<file path="src/rtl/vx_dot8_dispatch_pkg.sv">
// Shared GPU width constants and batch-dispatch helpers for the DOT8 issue path.
package vx_dot8_dispatch_pkg;

    localparam int DFLT_UUID_WIDTH = 44;
    localparam int DFLT_NW_WIDTH   = 2;
    localparam int DFLT_NR_BITS    = 5;

    typedef enum logic {
        ST_IDLE,
        ST_SEND
    } dispatch_state_t;

    function automatic int num_pkts(input int num_threads, input int num_lanes);
        return num_threads / num_lanes;
    endfunction

    function automatic int pid_bits(input int num_threads, input int num_lanes);
        return $clog2(num_threads / num_lanes);
    endfunction

    // A single-batch warp still needs a 1-bit pid port.
    function automatic int pid_width(input int num_threads, input int num_lanes);
        int pb;
        pb = pid_bits(num_threads, num_lanes);
        return (pb < 1) ? 1 : pb;
    endfunction

endpackage

</file>
<file path="src/rtl/vx_dot8_batch_find.sv">
// Combinational scan of the per-batch nonempty vector: next set index above cur,
// plus the lowest and highest set indices.
module vx_dot8_batch_find #(
    parameter int N = 4,
    parameter int W = 2
) (
    input  logic [N-1:0] vec,
    input  logic [W-1:0] cur,
    output logic [W-1:0] next_idx,
    output logic         found,
    output logic [W-1:0] first_idx,
    output logic [W-1:0] last_idx
);

    always_comb begin
        next_idx  = '0;
        found     = 1'b0;
        first_idx = '0;
        last_idx  = '0;
        for (int unsigned i = 0; i < N; i++) begin
            if (vec[i]) last_idx = W'(i);
        end
        // Descending scan so the lowest qualifying index is the one that sticks.
        for (int unsigned i = N; i > 0; i--) begin
            if (vec[i-1]) begin
                first_idx = W'(i-1);
                if ((i - 1) > 32'(cur)) begin
                    next_idx = W'(i-1);
                    found    = 1'b1;
                end
            end
        end
    end

endmodule

</file>
<file path="src/rtl/vx_dot8_dispatch.sv">
// Issue-side transmitter for the DOT8 ALU: splits one warp request into
// lane-batch packets with pid/sop/eop on a valid/ready stream.
module vx_dot8_dispatch
    import vx_dot8_dispatch_pkg::*;
#(
    parameter int NUM_THREADS = 8,
    parameter int NUM_LANES   = 2,
    parameter int XLEN        = 32,
    parameter int UUID_WIDTH  = DFLT_UUID_WIDTH,
    parameter int NW_WIDTH    = DFLT_NW_WIDTH,
    parameter int NR_BITS     = DFLT_NR_BITS,
    parameter int SKIP_EMPTY  = 1,
    localparam int PID_WIDTH  = pid_width(NUM_THREADS, NUM_LANES)
) (
    input  logic                        clk,
    input  logic                        reset,
    input  logic                        valid_in,
    output logic                        ready_in,
    input  logic [UUID_WIDTH-1:0]       uuid_in,
    input  logic [NW_WIDTH-1:0]         wid_in,
    input  logic [NUM_THREADS-1:0]      tmask_in,
    input  logic [XLEN-1:0]             PC_in,
    input  logic [NR_BITS-1:0]          rd_in,
    input  logic                        wb_in,
    input  logic [NUM_THREADS*XLEN-1:0] rs1_data_in,
    input  logic [NUM_THREADS*XLEN-1:0] rs2_data_in,
    output logic                        valid_out,
    input  logic                        ready_out,
    output logic [UUID_WIDTH-1:0]       uuid_out,
    output logic [NW_WIDTH-1:0]         wid_out,
    output logic [NUM_LANES-1:0]        tmask_out,
    output logic [XLEN-1:0]             PC_out,
    output logic [NR_BITS-1:0]          rd_out,
    output logic                        wb_out,
    output logic [PID_WIDTH-1:0]        pid_out,
    output logic                        sop_out,
    output logic                        eop_out,
    output logic [NUM_LANES*XLEN-1:0]   rs1_data_out,
    output logic [NUM_LANES*XLEN-1:0]   rs2_data_out
);

    localparam int NUM_PKTS = num_pkts(NUM_THREADS, NUM_LANES);
    localparam int SLICE_W  = NUM_LANES * XLEN;

    dispatch_state_t state;

    logic [NUM_PKTS-1:0]         ne_in;
    logic [NUM_PKTS-1:0]         ne_r;
    logic [NUM_PKTS-1:0]         find_vec;
    logic [PID_WIDTH-1:0]        last_r;
    logic [NUM_THREADS-1:0]      tmask_r;
    logic [NUM_THREADS*XLEN-1:0] rs1_r;
    logic [NUM_THREADS*XLEN-1:0] rs2_r;

    logic [PID_WIDTH-1:0] nx_idx;
    logic                 nx_found;
    logic [PID_WIDTH-1:0] in_first;
    logic [PID_WIDTH-1:0] in_last;

    logic accept;
    logic fire;
    logic use_latched;

    always_comb begin
        ne_in = '0;
        for (int unsigned b = 0; b < NUM_PKTS; b++) begin
            ne_in[b] = (SKIP_EMPTY == 0) ? 1'b1 : |tmask_in[b*NUM_LANES +: NUM_LANES];
        end
    end

    // One finder serves both uses: an accept only happens when idle or on the
    // eop handshake, and a pid advance only happens mid-request.
    assign use_latched = (state == ST_SEND) && !eop_out;
    assign find_vec    = use_latched ? ne_r : ne_in;

    vx_dot8_batch_find #(
        .N (NUM_PKTS),
        .W (PID_WIDTH)
    ) u_find (
        .vec       (find_vec),
        .cur       (pid_out),
        .next_idx  (nx_idx),
        .found     (nx_found),
        .first_idx (in_first),
        .last_idx  (in_last)
    );

    assign ready_in = (state == ST_IDLE) || (valid_out && ready_out && eop_out);
    assign accept   = valid_in && ready_in;
    assign fire     = valid_out && ready_out;

    always_ff @(posedge clk or negedge reset) begin
        if (!reset) begin
            state        <= ST_IDLE;
            valid_out    <= 1'b0;
            pid_out      <= '0;
            sop_out      <= 1'b0;
            eop_out      <= 1'b0;
            tmask_out    <= '0;
            rs1_data_out <= '0;
            rs2_data_out <= '0;
            uuid_out     <= '0;
            wid_out      <= '0;
            PC_out       <= '0;
            rd_out       <= '0;
            wb_out       <= 1'b0;
            ne_r         <= '0;
            last_r       <= '0;
            tmask_r      <= '0;
            rs1_r        <= '0;
            rs2_r        <= '0;
        end else if (accept) begin
            state        <= ST_SEND;
            valid_out    <= 1'b1;
            pid_out      <= in_first;
            sop_out      <= 1'b1;
            eop_out      <= (in_first == in_last);
            tmask_out    <= tmask_in[in_first*NUM_LANES +: NUM_LANES];
            rs1_data_out <= rs1_data_in[in_first*SLICE_W +: SLICE_W];
            rs2_data_out <= rs2_data_in[in_first*SLICE_W +: SLICE_W];
            uuid_out     <= uuid_in;
            wid_out      <= wid_in;
            PC_out       <= PC_in;
            rd_out       <= rd_in;
            wb_out       <= wb_in;
            ne_r         <= ne_in;
            last_r       <= in_last;
            tmask_r      <= tmask_in;
            rs1_r        <= rs1_data_in;
            rs2_r        <= rs2_data_in;
        end else if (fire) begin
            if (eop_out) begin
                state     <= ST_IDLE;
                valid_out <= 1'b0;
            end else if (nx_found) begin
                pid_out      <= nx_idx;
                sop_out      <= 1'b0;
                eop_out      <= (nx_idx == last_r);
                tmask_out    <= tmask_r[nx_idx*NUM_LANES +: NUM_LANES];
                rs1_data_out <= rs1_r[nx_idx*SLICE_W +: SLICE_W];
                rs2_data_out <= rs2_r[nx_idx*SLICE_W +: SLICE_W];
            end
        end
    end

endmodule

</file>
<file path="config.mk">
export PLATFORM = sky130hd
export DESIGN_NAME = vx_dot8_dispatch
export DESIGN_NICKNAME = d
export VERILOG_FILES = /design/src/rtl/vx_dot8_dispatch_pkg.sv /design/src/rtl/vx_dot8_batch_find.sv /design/src/rtl/vx_dot8_dispatch.sv
export SDC_FILE = /design/constraint.sdc
export NUM_CORES = 2
export LEC_CHECK = 0
export BUFFER_PORTS_ARGS = -buffer_cell sky130_fd_sc_hd__buf_2
export CAP_MARGIN = 20
export CELL_PAD_IN_SITES_DETAIL_PLACEMENT = 0
export CELL_PAD_IN_SITES_GLOBAL_PLACEMENT = 1
export CORE_MARGIN = 10
export CORE_UTILIZATION = 44
export DETAILED_ROUTE_END_ITERATION = 10
export GPL_TIMING_DRIVEN = 0
export HOLD_SLACK_MARGIN = 0.03
export PLACE_DENSITY_LB_ADDON = 0.1
export SYNTH_ARGS = -nofsm -noshare
export SYNTH_HDL_FRONTEND = slang
export SYNTH_SLANG_ARGS = --single-unit
</file>
<file path="constraint.sdc">
create_clock -name clk -period 6.35 [get_ports clk]
set_input_delay 0 -clock clk [delete_from_list [all_inputs] [get_ports clk]]
set_output_delay 0 -clock clk [all_outputs]
set_load 0.05 [all_outputs]
</file>
==> flow_summary_export.csv <==
group,metric,value,unit
floorplan,io_pins,828,
timing,fmax,237,MHz
global_routing,grt_max_degree,113,
synth,ys_types,55,
floorplan,initial_utilization,44.2,%
finish,num-nets-final,7169,
synth,synth.cell_area,0.0396,mm2
min_path,min_path_type,"input port to register",
drt,vias_per_cell,5.63,
global_routing,antenna_found_initial,60,
setup_path,arrival,4840,ps
timing,worstMarginPinSlew,1260,ps
drt,ant_nets,0,
synth,yosysTopAreaCell,"dfrtp_1",
cts,htree_levels,3,
timing,slew_headroom,16.3,%
timing,rsz0062_at_grt,"false",
synth,syn_avg_cell_area,7.90,um2
synth,synth_seq_area_share,47.0,%
global_routing,use_met1,46.0,%
setup_path,critPathRequiredTime,6960,ps
setup_path,endpoint_kind,"register",
global_routing,grt_overflow,0,
placed_design,dpl.cell_count,7031,
status,outcome,"finished clean",
global_routing,busiest_layer,"met2",
finish,final_area,0.0548,mm2
placed_design,hpwlAfterDp,149000,um
global_routing,grt_pass1_vias,44800,
timing,period_minus_slack,4220,ps
setup_path,crit_fanout,10,
floorplan,rows,110,
cts,cts.sinks,745,
floorplan,die_h,320,um
drt,drc_errors,0,
timing,fin_worst_skew,24.6,ps
synth,yosysTopAreaCellShare,47.0,%
placed_design,portBuffers,827,
timing,finalCritPeriodShare,66.5,%
synth,synthFlopType,"dfrtp_1",
synth,synth_edf_count,0,
power_and_ir_drop,leakagePower,27.3,nW
cts,tritoncts,"built",
floorplan,die_area,0.102,mm2
setup_path,critPathKind,"register to register",
floorplan,core_area,0.0897,mm2
cts,post_cts_buffers,0,
synth,synth.area.top_cells,"dfrtp_1 (47%), nand2_1 (17%), nand3_1 (4.3%), o21ai_0 (3.4%), mux2_2 (3.2%)",
cts,cts_made_buffers,87,
timing,setup-violations-final,0,
global_routing,use_met3,10.7,%
placed_design,gp_routability_congestion,0.964,
power_and_ir_drop,p_per_area,539,mW/mm2
synth,synth-async-reset-ratio,100,%
job,maxCapViolCount,0,
placed_design,place_area,0.0455,mm2
floorplan,die_x,320,um
drt,wl_per_cell,25.4,um
finish,fin_cells,7867,
cts,clkLatencyLatePin,670,ps
timing,final-hold-violation-count,0,
synth,yosysWarnings,0,
drt,drt_wl_total,199000,um
timing,maxSlewViolCount,0,
global_routing,grt_util_met2,60.7,%
drt,drtPass1Iterations,6,
finish,drive_above_1_share,18.7,%
synth,syn_inst,5018,
cts,cts_root_buf,"clkbuf_16",
power_and_ir_drop,peakVddDrop,0.000325,V
cts,clkTransAtPathRegs,70,ps
finish,n_fill_cell,8333,
setup_path,cp-start-kind,"register",
global_routing,grt_pass1_wl,291000,um
synth,ys_ff_latch,745,
drt,drtIter0Drc,4525,
cts,cts_max_path_buffers,3,
finish,syn_to_final_growth,38.3,%
drt,vias,44300,
global_routing,grt.total_usage,37.6,%
synth,synth_nets,5626,
-- metrics by stage --
stage	setup WS, ps	power, mW	util [%]	TNS [ps]	hold slack [ps]
floorplan	3610	18.4	-	0	-296
global placement	-11700	23.4	50.4	-8622770	187
detailed placement	2300	23.6	50.7	0	57.8
CTS	2300	29.3	60.9	0	31.6
global route	2110	31.2	61.0	0	59.7
finish	2130	29.6	61.1	0	60.1
-- final timing paths --
check	start	end	slack, ps	depth (start not counted)
max	state	rs1_data_out[61]	2130	8
min	rd_in[0]	rd_out[0]	60	4
max reg2reg	state	rs1_data_out[61]	2130	8
min reg2reg	rd_out[1]	rd_out[1]	470	2
max in group asynchronous	reset	rs1_r[86]	4410	6
min in group asynchronous	reset	rs2_r[148]	530	4
-- critical path, cell delays in order, from the launching register on --
cell and delay [ps]:
dfrtp_1 580, nor3b_2 420, a211oi_1 130, nor2_1 890, clkbuf_1 1000, clkbuf_1 500, a21oi_1 130, o2bb2ai_1 300
a41o_1 220
-- cell type report --
type | count | area, um2 | share of cell area, %
plain buffers | 449 | 1900 | 3.46
multi-input cells | 3808 | 19000 | 34.7
well taps | 1176 | 1470 | 2.69
clock buffers | 126 | 2570 | 4.68
repair buffers | 1454 | 10600 | 19.3
inverters | 16 | 60.1 | 0.110
clock inverters | 31 | 378 | 0.690
diodes | 62 | 155 | 0.283
flip-flops and latches | 745 | 18600 | 34.0
-- cell usage after synthesis, types with 6 or more instances --
master / instances
nand2_1: 1822
dfrtp_1: 745
nand3_1: 340
nor2_1: 275
o21ai_0: 271
clkbuf_1: 262
a21oi_1: 246
buf_2: 119
nor3_1: 118
o2bb2ai_1: 117
and2_1: 114
mux2_2: 114
or3_1: 114
a41o_1: 113
buf_1: 56
o22ai_1: 17
inv_1: 15
a211oi_1: 14
mux2i_1: 14
a32oi_1: 13
nand2b_1: 12
a31oi_1: 11
a2111oi_0: 8
a221oi_1: 8
a22o_1: 8
buf_4: 7
o21a_1: 6
-- routing by layer --
| layer | routed length, um | up-vias |
|---|---|---|
| met5 | 205 | - |
| met3 | 19800 | 565 |
| li1 | - | 20100 |
| met4 | 10500 | 32 |
| met1 | 77200 | 21300 |
| met2 | 91800 | 2300 |
-- kinds of logic after synthesis --
logic type | synth area share (%)
mux | 3.59
simple gates | 29.8
flops | 47.0
compound gates | 14.6
buf+inv | 4.94
xor+xnor | 0.0221
-- where the power goes --
group          switching (mW)  internal [mW]
sequential               1.34           7.13
combinational            10.8           5.00
clock                    2.19           3.13
-- cells in the final DEF (no fill, tap or decap), drive strengths merged, types with 3 or more instances in the layout --
cell type	instances
a2111oi	10
a211oi	14
a21o	4
a21oi	251
a221oi	8
a22o	8
a311oi	5
a31oi	12
a32o	4
a32oi	13
a41o	113
and2	114
buf	1025
bufinv	8
clkbuf	388
clkinv	16
clkinvlp	3
dfrtp	745
diode	62
dlygate4sd3	616
inv	20
mux2	114
mux2i	14
nand2	1822
nand2b	13
nand3	340
nor2	275
nor3	118
nor3b	3
o21a	6
o21ai	271
o221ai	4
o22ai	17
o2bb2ai	117
o41ai	5
or3	114
or4b	5
-- what timing repair did --
action | in CTS | in global routing
hold buffers | 617 | 0
resized for setup | 0 | 0
endpoints found under the hold margin | 1099 | 0
-- flip-flops by register name, indices dropped and copies added (netlist names), 4 cells and up --
| name | flops |
|---|---|
| rd_out | 5 |
| rs2_data_out | 64 |
| rs1_data_out | 64 |
| rs1_r | 256 |
| tmask_r | 8 |
| rs2_r | 256 |
| uuid_out | 44 |
| ne_r | 4 |
| PC_out | 32 |
(Power assumes the default switching activity.)
